## config.mk

```make
export PLATFORM = sky130hd
export DESIGN_NAME = perc_seq_flat
export DESIGN_NICKNAME = d
export VERILOG_FILES = /design/src/rtl/perc_seq_if.sv /design/src/rtl/perc_seq.sv /design/src/flat_wrapper.sv
export SDC_FILE = /design/constraint.sdc
export NUM_CORES = 1
export LEC_CHECK = 0
export ABC_CLOCK_PERIOD_IN_PS = 4300
export CORE_ASPECT_RATIO = 0.7
export CORE_MARGIN = 2
export CORE_UTILIZATION = 55
export CTS_BUF_LIST = sky130_fd_sc_hd__clkbuf_8
export DETAILED_ROUTE_END_ITERATION = 7
export GPL_TIMING_DRIVEN = 0
export HOLD_SLACK_MARGIN = 0.06
export PLACE_DENSITY = 0.87
export SLEW_MARGIN = 20
export SYNTH_ARGS = -nofsm -noshare
export SYNTH_HDL_FRONTEND = slang
export SYNTH_SLANG_ARGS = --single-unit
```

## constraint.sdc

```tcl
create_clock -name clk -period 4.3 [get_ports clk]
set_clock_uncertainty 0.2 [all_clocks]
set_input_delay 0.645 -clock clk [delete_from_list [all_inputs] [get_ports clk]]
set_output_delay 0.645 -clock clk [all_outputs]
set_load 0.02 [all_outputs]
```

## src/rtl/perc_seq_if.sv

```systemverilog
// Bus bundle between the perceptron command sequencer and its UART,
// accumulator and byte-mux neighbours. The master side is the sequencer.
interface perc_seq_if;
  logic [7:0] rx_data;
  logic       rx_valid;
  logic       tx_busy;
  logic [7:0] mux_data;
  logic       tx_start;
  logic [7:0] tx_data;
  logic [3:0] sel;
  logic       acc_add;
  logic       acc_clear;
  logic [7:0] status;
  logic       busy;

  modport master (
    input  rx_data, rx_valid, tx_busy, mux_data,
    output tx_start, tx_data, sel, acc_add, acc_clear, status, busy
  );

  modport slave (
    output rx_data, rx_valid, tx_busy, mux_data,
    input  tx_start, tx_data, sel, acc_add, acc_clear, status, busy
  );
endinterface

```

## src/rtl/perc_seq.sv

```systemverilog
// Command sequencer for the perceptron datapath. Decodes UART command bytes
// {op, n}, strobes the accumulator add/clear inputs, walks the accumulator
// byte select to stream results out through the UART under its busy
// handshake, and keeps a {busy, last_op, err_cnt} status byte for the LEDs.
module perc_seq #(
  parameter int ADD_GAP = 4  // cycles between acc_add pulses, 1..15
) (
  input  logic        clk,
  input  logic        Rst,
  perc_seq_if.master  bus
);

  typedef enum logic [2:0] {
    IDLE     = 3'd0,
    CLR      = 3'd1,
    ADD      = 3'd2,
    GAP      = 3'd3,
    TX_START = 3'd4,
    TX_HOLD  = 3'd5,
    TX_WAIT  = 3'd6
  } state_t;

  localparam logic [3:0] OP_NOP    = 4'h0;
  localparam logic [3:0] OP_CLEAR  = 4'h1;
  localparam logic [3:0] OP_ACC    = 4'h2;
  localparam logic [3:0] OP_READ   = 4'h3;
  localparam logic [3:0] OP_STATUS = 4'h4;

  // GAP is occupied for ADD_GAP-1 cycles; gap_reg counts 0..GAP_LAST there.
  // With ADD_GAP=1 the GAP state is never entered and this value is unused.
  localparam logic [3:0] GAP_LAST = (ADD_GAP > 1) ? 4'(ADD_GAP - 2) : 4'd0;
  localparam bit         GAP_NONE = (ADD_GAP <= 1);

  state_t     state_reg, state_next;
  logic [3:0] n_reg, n_next;              // index of the final pulse/byte
  logic [3:0] cnt_reg, cnt_next;          // index of the current add pulse
  logic [3:0] gap_reg, gap_next;          // cycles spent in GAP so far
  logic [3:0] sel_reg, sel_next;          // accumulator byte being sent
  logic       stat_mode_reg, stat_mode_next;
  logic [7:0] stat_latch_reg, stat_latch_next;
  logic [2:0] last_op_reg, last_op_next;
  logic [3:0] err_reg, err_next;
  logic       err_inc;

  logic [3:0] rx_op;
  logic [3:0] rx_n;

  assign rx_op = bus.rx_data[7:4];
  assign rx_n  = bus.rx_data[3:0];

  // Next-state and datapath update; every strobe is a pure state decode.
  always_comb begin
    state_next      = state_reg;
    n_next          = n_reg;
    cnt_next        = cnt_reg;
    gap_next        = gap_reg;
    sel_next        = sel_reg;
    stat_mode_next  = stat_mode_reg;
    stat_latch_next = stat_latch_reg;
    last_op_next    = last_op_reg;
    err_next        = err_reg;
    err_inc         = 1'b0;

    case (state_reg)
      IDLE: begin
        sel_next = 4'd0;
        if (bus.rx_valid) begin
          if (rx_op > OP_STATUS) begin
            err_inc = 1'b1;
          end else begin
            last_op_next = rx_op[2:0];
            n_next       = rx_n;
            cnt_next     = 4'd0;
            gap_next     = 4'd0;
            case (rx_op)
              OP_NOP:   state_next = IDLE;
              OP_CLEAR: state_next = CLR;
              OP_ACC:   state_next = ADD;
              OP_READ: begin
                state_next     = TX_START;
                stat_mode_next = 1'b0;
              end
              OP_STATUS: begin
                // One byte only; the reported busy bit reflects this
                // STATUS command being in progress, last_op the previous one.
                state_next      = TX_START;
                stat_mode_next  = 1'b1;
                n_next          = 4'd0;
                stat_latch_next = {1'b1, last_op_reg, err_reg};
              end
              default: state_next = IDLE;
            endcase
          end
        end
      end

      CLR: state_next = IDLE;

      ADD: begin
        if (cnt_reg == n_reg) begin
          state_next = IDLE;
        end else begin
          cnt_next = cnt_reg + 4'd1;
          gap_next = 4'd0;
          state_next = GAP_NONE ? ADD : GAP;
        end
      end

      GAP: begin
        if (gap_reg == GAP_LAST) begin
          state_next = ADD;
        end else begin
          gap_next = gap_reg + 4'd1;
        end
      end

      TX_START: state_next = TX_HOLD;

      // The UART raises busy one cycle after tx_start, so it is not
      // looked at until TX_WAIT.
      TX_HOLD: state_next = TX_WAIT;

      TX_WAIT: begin
        if (!bus.tx_busy) begin
          if (sel_reg == n_reg) begin
            state_next = IDLE;
            sel_next   = 4'd0;
          end else begin
            state_next = TX_START;
            sel_next   = sel_reg + 4'd1;
          end
        end
      end

      default: begin
        state_next = IDLE;
        sel_next   = 4'd0;
      end
    endcase

    // A byte arriving while busy (including the cycle of return to IDLE)
    // is an overrun and is dropped.
    if (bus.rx_valid && (state_reg != IDLE)) begin
      err_inc = 1'b1;
    end

    if (err_inc && (err_reg != 4'hF)) begin
      err_next = err_reg + 4'd1;
    end
  end

  // State and datapath registers with synchronous reset.
  always_ff @(posedge clk) begin
    if (Rst) begin
      state_reg      <= IDLE;
      n_reg          <= 4'd0;
      cnt_reg        <= 4'd0;
      gap_reg        <= 4'd0;
      sel_reg        <= 4'd0;
      stat_mode_reg  <= 1'b0;
      stat_latch_reg <= 8'h00;
      last_op_reg    <= 3'd0;
      err_reg        <= 4'd0;
    end else begin
      state_reg      <= state_next;
      n_reg          <= n_next;
      cnt_reg        <= cnt_next;
      gap_reg        <= gap_next;
      sel_reg        <= sel_next;
      stat_mode_reg  <= stat_mode_next;
      stat_latch_reg <= stat_latch_next;
      last_op_reg    <= last_op_next;
      err_reg        <= err_next;
    end
  end

  assign bus.acc_clear = (state_reg == CLR);
  assign bus.acc_add   = (state_reg == ADD);
  assign bus.tx_start  = (state_reg == TX_START);
  assign bus.busy      = (state_reg != IDLE);
  assign bus.sel       = sel_reg;
  assign bus.status    = {bus.busy, last_op_reg, err_reg};
  assign bus.tx_data   = stat_mode_reg ? stat_latch_reg : bus.mux_data;

endmodule

```

## src/flat_wrapper.sv

```systemverilog
// flat-port wrapper written by rule: the top's interface ports become plain ports
module perc_seq_flat 
#(
  parameter int ADD_GAP = 4                                         
)
  (clk, Rst, bus_rx_data, bus_rx_valid, bus_tx_busy, bus_mux_data, bus_tx_start, bus_tx_data, bus_sel, bus_acc_add, bus_acc_clear, bus_status, bus_busy);
  perc_seq_if bus_i ();
  input  logic clk;
  input  logic Rst;
  input wire logic [$bits(bus_i.rx_data)-1:0] bus_rx_data;
  input wire logic [$bits(bus_i.rx_valid)-1:0] bus_rx_valid;
  input wire logic [$bits(bus_i.tx_busy)-1:0] bus_tx_busy;
  input wire logic [$bits(bus_i.mux_data)-1:0] bus_mux_data;
  output wire logic [$bits(bus_i.tx_start)-1:0] bus_tx_start;
  output wire logic [$bits(bus_i.tx_data)-1:0] bus_tx_data;
  output wire logic [$bits(bus_i.sel)-1:0] bus_sel;
  output wire logic [$bits(bus_i.acc_add)-1:0] bus_acc_add;
  output wire logic [$bits(bus_i.acc_clear)-1:0] bus_acc_clear;
  output wire logic [$bits(bus_i.status)-1:0] bus_status;
  output wire logic [$bits(bus_i.busy)-1:0] bus_busy;
  assign bus_i.rx_data = bus_rx_data;
  assign bus_i.rx_valid = bus_rx_valid;
  assign bus_i.tx_busy = bus_tx_busy;
  assign bus_i.mux_data = bus_mux_data;
  assign bus_tx_start = bus_i.tx_start;
  assign bus_tx_data = bus_i.tx_data;
  assign bus_sel = bus_i.sel;
  assign bus_acc_add = bus_i.acc_add;
  assign bus_acc_clear = bus_i.acc_clear;
  assign bus_status = bus_i.status;
  assign bus_busy = bus_i.busy;
  perc_seq #(.ADD_GAP(ADD_GAP)) u_core (.clk(clk), .Rst(Rst), .bus(bus_i));
endmodule
```

==> results of run 1 <==
## kinds of logic after synthesis
family | synth area share
simple gates | 0.2311
compound gates | 0.1656
flops | 0.3709
buf+inv | 0.04238
mux | 0.1013
xor+xnor | 0.05563
fa+ha+maj | 0.03311
## synthesized netlist by cell type (2+ instances only)
cell type | number | area [sq um]
mux2i_1 | 9 | 90.09
nor4b_1 | 2 | 17.52
and2_1 | 2 | 12.51
xor2_1 | 11 | 96.34
a21oi_1 | 17 | 85.08
dfxtp_1 | 35 | 700.7
ha_1 | 5 | 62.56
mux2_2 | 8 | 90.09
or3_1 | 6 | 37.54
nor2_1 | 20 | 75.07
o41a_1 | 2 | 22.52
or2_2 | 2 | 12.51
nand3b_1 | 3 | 22.52
inv_1 | 6 | 22.52
nand2b_1 | 2 | 12.51
a31oi_1 | 2 | 12.51
o31ai_1 | 3 | 22.52
o211ai_1 | 2 | 15.01
clkbuf_1 | 9 | 33.78
nor3_1 | 3 | 15.01
o21a_1 | 2 | 15.01
o21ai_0 | 5 | 25.02
nand2_1 | 12 | 45.04
or4_1 | 3 | 22.52
o21bai_1 | 2 | 15.01
o2bb2ai_1 | 2 | 17.52
nand3_1 | 10 | 50.05
a211o_1 | 2 | 17.52
a211oi_1 | 2 | 15.01
## worst max-delay path by stage
stage               slack [ns]           startpoint                  endpoint  cells past startpoint
floorplan                 1.88       bus_rx_data[7]         u_core.gap_reg[1]                      6
global placement          1.24       bus_rx_data[4]  u_core.stat_latch_reg[1]                      6
detailed placement        1.20       bus_rx_data[4]  u_core.stat_latch_reg[6]                      6
CTS                       1.47  u_core.state_reg[1]               bus_acc_add                      3
global route              1.38  u_core.state_reg[1]               bus_acc_add                      3
finish                    1.45  u_core.state_reg[1]               bus_acc_add                      3
## per-layer routing
metal,wire length (um),share of wire
met1,2107,0.48
met2,1968,0.45
met3,254,0.058
met4,53,0.012
met5,0,0
## metrics by stage
step	hold WS [ns]	util	power, mW	instances	worst slack (ns)
2_1_floorplan	0.2346	-	0.3908	210	1.880
3_3_place_gp	0.2528	0.7374	0.4334	299	1.239
3_5_place_dp	0.2719	0.7374	0.4359	299	1.201
4_1_cts	0.2852	0.7628	0.6568	307	1.467
5_1_grt	0.3003	0.7628	0.6765	307	1.382
6_report	0.2843	0.7628	0.6544	307	1.448
## area by class of cell
class / instances / share of cell area
Multi-Input combinational cell: 157 / 0.4525
Tap cell: 47 / 0.02400
Inverter: 6 / 0.009193
Buffer: 12 / 0.02349
Sequential cell: 35 / 0.2860
Clock buffer: 5 / 0.02809
Clock inverter: 3 / 0.005107
Timing Repair Buffer: 42 / 0.1716
## power by group
part	switching [mW]	leakage (nW)	internal [mW]	total, mW
registers	0.00615	0.283	0.330	0.336
logic	0.0460	0.606	0.0472	0.0932
clock network	0.117	0.0505	0.109	0.225
## critical path: stages, from the launching register on
cell and delay [ns]:
dfxtp_1 0.33, clkbuf_1 0.31, nor3b_2 0.41, clkdlybuf4s50_1 0.68
==> results.toml, run 1 <==
[run_status]
status = "finished, final reports clean"

[timing]
max_slew_margin = 0.4970
rsz0062_at_grt = "false"
fin_crit_sh = 0.6633
worst_pin_slew_ns = 0.7488
report.final.slew_viol_count = 0
setup_viol = 0
period_needed_ns = 2.852
setup_tns_ns = 0
hold_viol = 0
fmax_ghz = 0.3506

[yosys]
async_flop_share = 0
yosys_warnings = 0
synth_flop_cell = "dfxtp_1"
synth_area_sq_um = 1889
avgSynthCellArea_sq_um = 8.997
netlist_instances = 210
synth-seq-cells = 35
synth-edff-count = 0
syn-num-nets = 235
ys_seq_area_frac = 0.3709
synth.distinct_cells = 50

[clock_tree]
numClockSinks = 35
clock_latency_ns = 0.29
post-cts-setup-buffers = 0
root_buffer = "clkbuf_8"
clk_path_buf_depth = 2
cts.clk_slew.worst_paths_ns = 0.07
cts_tree = "yes"
cts_resized = 0
cts_hold_buf = 0
cts_htree_levels = 2
numCtsBuffers = 5

[routing]
firstDrtPassIters = 4
routed_wl_um = 4383
vias = 1695
drc = 0
via_per_inst = 5.521
postRouteAntennaNets = 0
wl_per_cell_um = 14.28
drtIter0Drc = 103

[power]
p_leak_nw = 0.9391
vdd_drop_max_v = 0.0002584
cellPowerDensity_nw_per_um2 = 267.1

[floorplan]
die_area_sq_um = 3927
rows = 17
core_sq_um = 3212
start_util = 0.5882
io_pins = 44
die_w_um = 74.05
die_h_um = 53.04

[global_route]
met3_usage = 0.05143
use_met1 = 0.3198
grt-ovfl-total = 0
grt_pass1_wl_um = 7093
grt_antenna_before_repair = 0
grt_max_degree = 11
grt_pass1_vias = 1596
gr-usage-met2 = 0.3958
top_usage_layer = "met2"
grt_use_total = 0.2434

[setup_path]
cp-end-kind = "output pin"
worstPathArrival_ns = 2.01
ff2ff_path_depth = 6
critical_path_class = "reg2out"
ff2ff_setup_slack_ns = 1.97
r2r-start = "u_core.state_reg[2]"
crit_required_ns = 3.45
start_kind = "register"
worstReg2RegEnd = "u_core.gap_reg[1]"
worstPathMaxFanout = 10

[finish]
fillCellCount = 254
n_antenna_cell = 0
finalInstanceArea_sq_um = 2450
final_cell_mix = "clkdlybuf4s50_1, dfxtp_1, nor2_1"
synthToLayoutAreaGrowth_pct = 29.67
num-nets-final = 284
multi_input_area_sq_um = 1109
largest_reg_flops = 8
final-seq-area_sq_um = 700.7
final_common_cell = "clkdlybuf4s50_1"
drive_above_1_share = 0.1000

[placed_design]
dp_hpwl_um = 3334
place_congestion = 0.8191
io_buffers = 42
place_area_sq_um = 2369

[worst_hold_path]
hold_depth = 2
hp-class = "reg2reg"
holdPathEnd = "u_core.last_op_reg[2]"
hp-start = "u_core.last_op_reg[2]"

[job]
drv_cap = 0
Note: power is estimated with default switching activity, not from simulation.
==> inputs of run 2 (changes only) <==
--- a/config.mk
+++ b/config.mk
@@ -5,15 +5,15 @@
 export SDC_FILE = /design/constraint.sdc
 export NUM_CORES = 1
 export LEC_CHECK = 0
-export ABC_CLOCK_PERIOD_IN_PS = 4300
+export ABC_CLOCK_PERIOD_IN_PS = 2400
 export CORE_ASPECT_RATIO = 0.7
 export CORE_MARGIN = 2
-export CORE_UTILIZATION = 55
+export CORE_UTILIZATION = 46
 export CTS_BUF_LIST = sky130_fd_sc_hd__clkbuf_8
 export DETAILED_ROUTE_END_ITERATION = 7
 export GPL_TIMING_DRIVEN = 0
 export HOLD_SLACK_MARGIN = 0.06
-export PLACE_DENSITY = 0.87
+export PLACE_DENSITY = 0.77
 export SLEW_MARGIN = 20
 export SYNTH_ARGS = -nofsm -noshare
 export SYNTH_HDL_FRONTEND = slang
==> constraint.sdc (replaced) <==
create_clock -name clk -period 2.4 [get_ports clk]
set_clock_uncertainty 0.2 [all_clocks]
set_input_delay 0.36 -clock clk [delete_from_list [all_inputs] [get_ports clk]]
set_output_delay 0.36 -clock clk [all_outputs]
set_load 0.02 [all_outputs]
==> run 2 against run 1 <==
Compared with the run above:
- register-to-register slack worse by 1.8 ns
- core utilization is 12 points lower
- first-iteration DRC count is 33% lower
- design area is 2.6% higher
- routed wire length is 0.91% higher
- sequential power is 79% higher
- non-clock buffer count is 1 lower
- global-route usage is 3.8 points lower
- sequential share of layout area is 0.63 points lower
- cell count is 1.3% higher
- clock power is 89% higher
- highest routed layer unchanged
==> results.toml, run 2 (same netlist as run 1, synthesis figures left out) <==
[setup_path]
crit_required_ns = 2.37
cp_cell_sequence = "clkdlybuf4s50_1 > or4b_4 > buf_6 > nor4_4 > buf_12 > mux2i_1 > nor2_1"
cp-end-kind = "register"
worstPathArrival_ns = 2.28
critical_path_class = "in2reg"
cp_num_buf_inv = 3
crit_family = "simple AND/OR/NAND/NOR gates"
cp_slowest_stage_delay_ns = 0.56
worstPathMaxFanout = 9
start_kind = "input pin"
cp_slowest_cell = "or4b_4"

[clock_tree]
root_buffer = "clkbuf_8"
numCtsBuffers = 5
cts_htree_levels = 2
clk_path_buf_depth = 2
cts.clk_slew.worst_paths_ns = 0.07
cts_tree = "yes"
numClockSinks = 35
clock_latency_ns = 0.29

[floorplan]
die_area_sq_um = 4644
start_util = 0.4817
die_w_um = 80.60
core_sq_um = 3923
die_h_um = 57.62
rows = 19
io_pins = 44

[timing]
report.final.slew_viol_count = 0
worst_pin_slew_ns = 0.6683
period_needed_ns = 2.309
fin_crit_sh = 0.9622
fmax_ghz = 0.4330
hold_viol = 0
max_slew_margin = 0.5496
setup_viol = 0

[finish]
largest_reg_flops = 8
num-nets-final = 283
n_antenna_cell = 0
final_common_cell = "clkdlybuf4s50_1"
synthToLayoutAreaGrowth_pct = 33.05
fillCellCount = 329
final_cell_mix = "clkdlybuf4s50_1, dfxtp_1, nor2_1"
drive_above_1_share = 0.1429
finalInstanceArea_sq_um = 2514

[routing]
firstDrtPassIters = 4
via_per_inst = 5.466
drtIter0Drc = 69
drc = 0
wl_per_cell_um = 14.22
vias = 1700
postRouteAntennaNets = 0
routed_wl_um = 4423

[power]
p_leak_nw = 1.006
total_power_mw = 1.195
vdd_drop_max_v = 0.0003944
cellPowerDensity_nw_per_um2 = 475.5

[placed_design]
io_buffers = 42
dp_hpwl_um = 3206
place_area_sq_um = 2375
place_congestion = 0.8119

[run_status]
status = "finished, final reports clean"

[global_route]
grt_use_total = 0.2056
grt-ovfl-total = 0
grt_pass1_wl_um = 7362
grt_antenna_before_repair = 0
grt_max_degree = 13
grt_pass1_vias = 1584

[job]
drv_cap = 0

[worst_hold_path]
hp-class = "in2reg"
-- run 2: final timing paths --
check	end	depth (start not counted)	from	slack, ns
setup / recovery	u_core.stat_latch_reg[4]	7	bus_rx_data[5]	0.09
setup reg to reg	u_core.gap_reg[1]	5	u_core.state_reg[0]	0.16
hold / removal	u_core.last_op_reg[0]	3	bus_rx_data[4]	0.25
hold reg to reg	u_core.last_op_reg[2]	2	u_core.last_op_reg[2]	0.28
-- run 2: timing repair --
item / in CTS / in global routing
pin swaps: 1 / 0
endpoints found under the setup margin: 20 / 16
buffers inserted: 1 / 0
hold buffers: 0 / 0
gates resized for setup: 6 / 9
endpoints found under the hold margin: 0 / 0
-- run 2: metrics by stage --
step                  util  cells  setup TNS (ns)  hold WS (ns)  worst slack [ns]
finish              0.6408    311               0        0.2486           0.09079
detailed placement  0.6054    304          -5.964        0.2708           -0.4401
CTS                 0.6354    311               0        0.2836           0.01746
global placement    0.6054    304          -5.198        0.2505           -0.3957
global route        0.6408    311        -0.01109        0.2543         -0.006637
floorplan                -    210               0        0.2346            0.2214
-- run 2: cell type report --
class                   instances  area, sq um  share of cell area
multi-input cells             157         1130              0.4495
flip-flops and latches         35        703.2              0.2797
repair buffers                 43        447.9              0.1782
clock buffers                   5        68.82             0.02738
well taps                      52        65.06             0.02588
plain buffers                  10        56.30             0.02240
inverters                       6        22.52            0.008960
clock inverters                 3        20.02            0.007964
-- run 2: metal layers --
layer	vias to the layer above	part of all wire	GRT usage
met2	31	0.43	0.3000
li1	856	-	-
met5	-	0	0
met1	806	0.51	0.2948
met4	0	0.012	0.07990
met3	7	0.042	0.05140
-- run 2: worst min-delay path: cells and delay by family --
kind / cells / cell delay [ns]
AOI/OAI and AO/OA: 1 / 0.06
buffers and inverters: 1 / 0.19
and+or+nand+nor: 1 / 0.08
-- run 2: power by group --
group          leakage, nW  total, mW  internal [mW]  switching (mW)
Combinational        0.683      0.168         0.0858          0.0822
Clock               0.0402      0.425          0.202           0.223
Sequential           0.284      0.603          0.590          0.0122
Total                 1.01       1.20          0.878           0.317
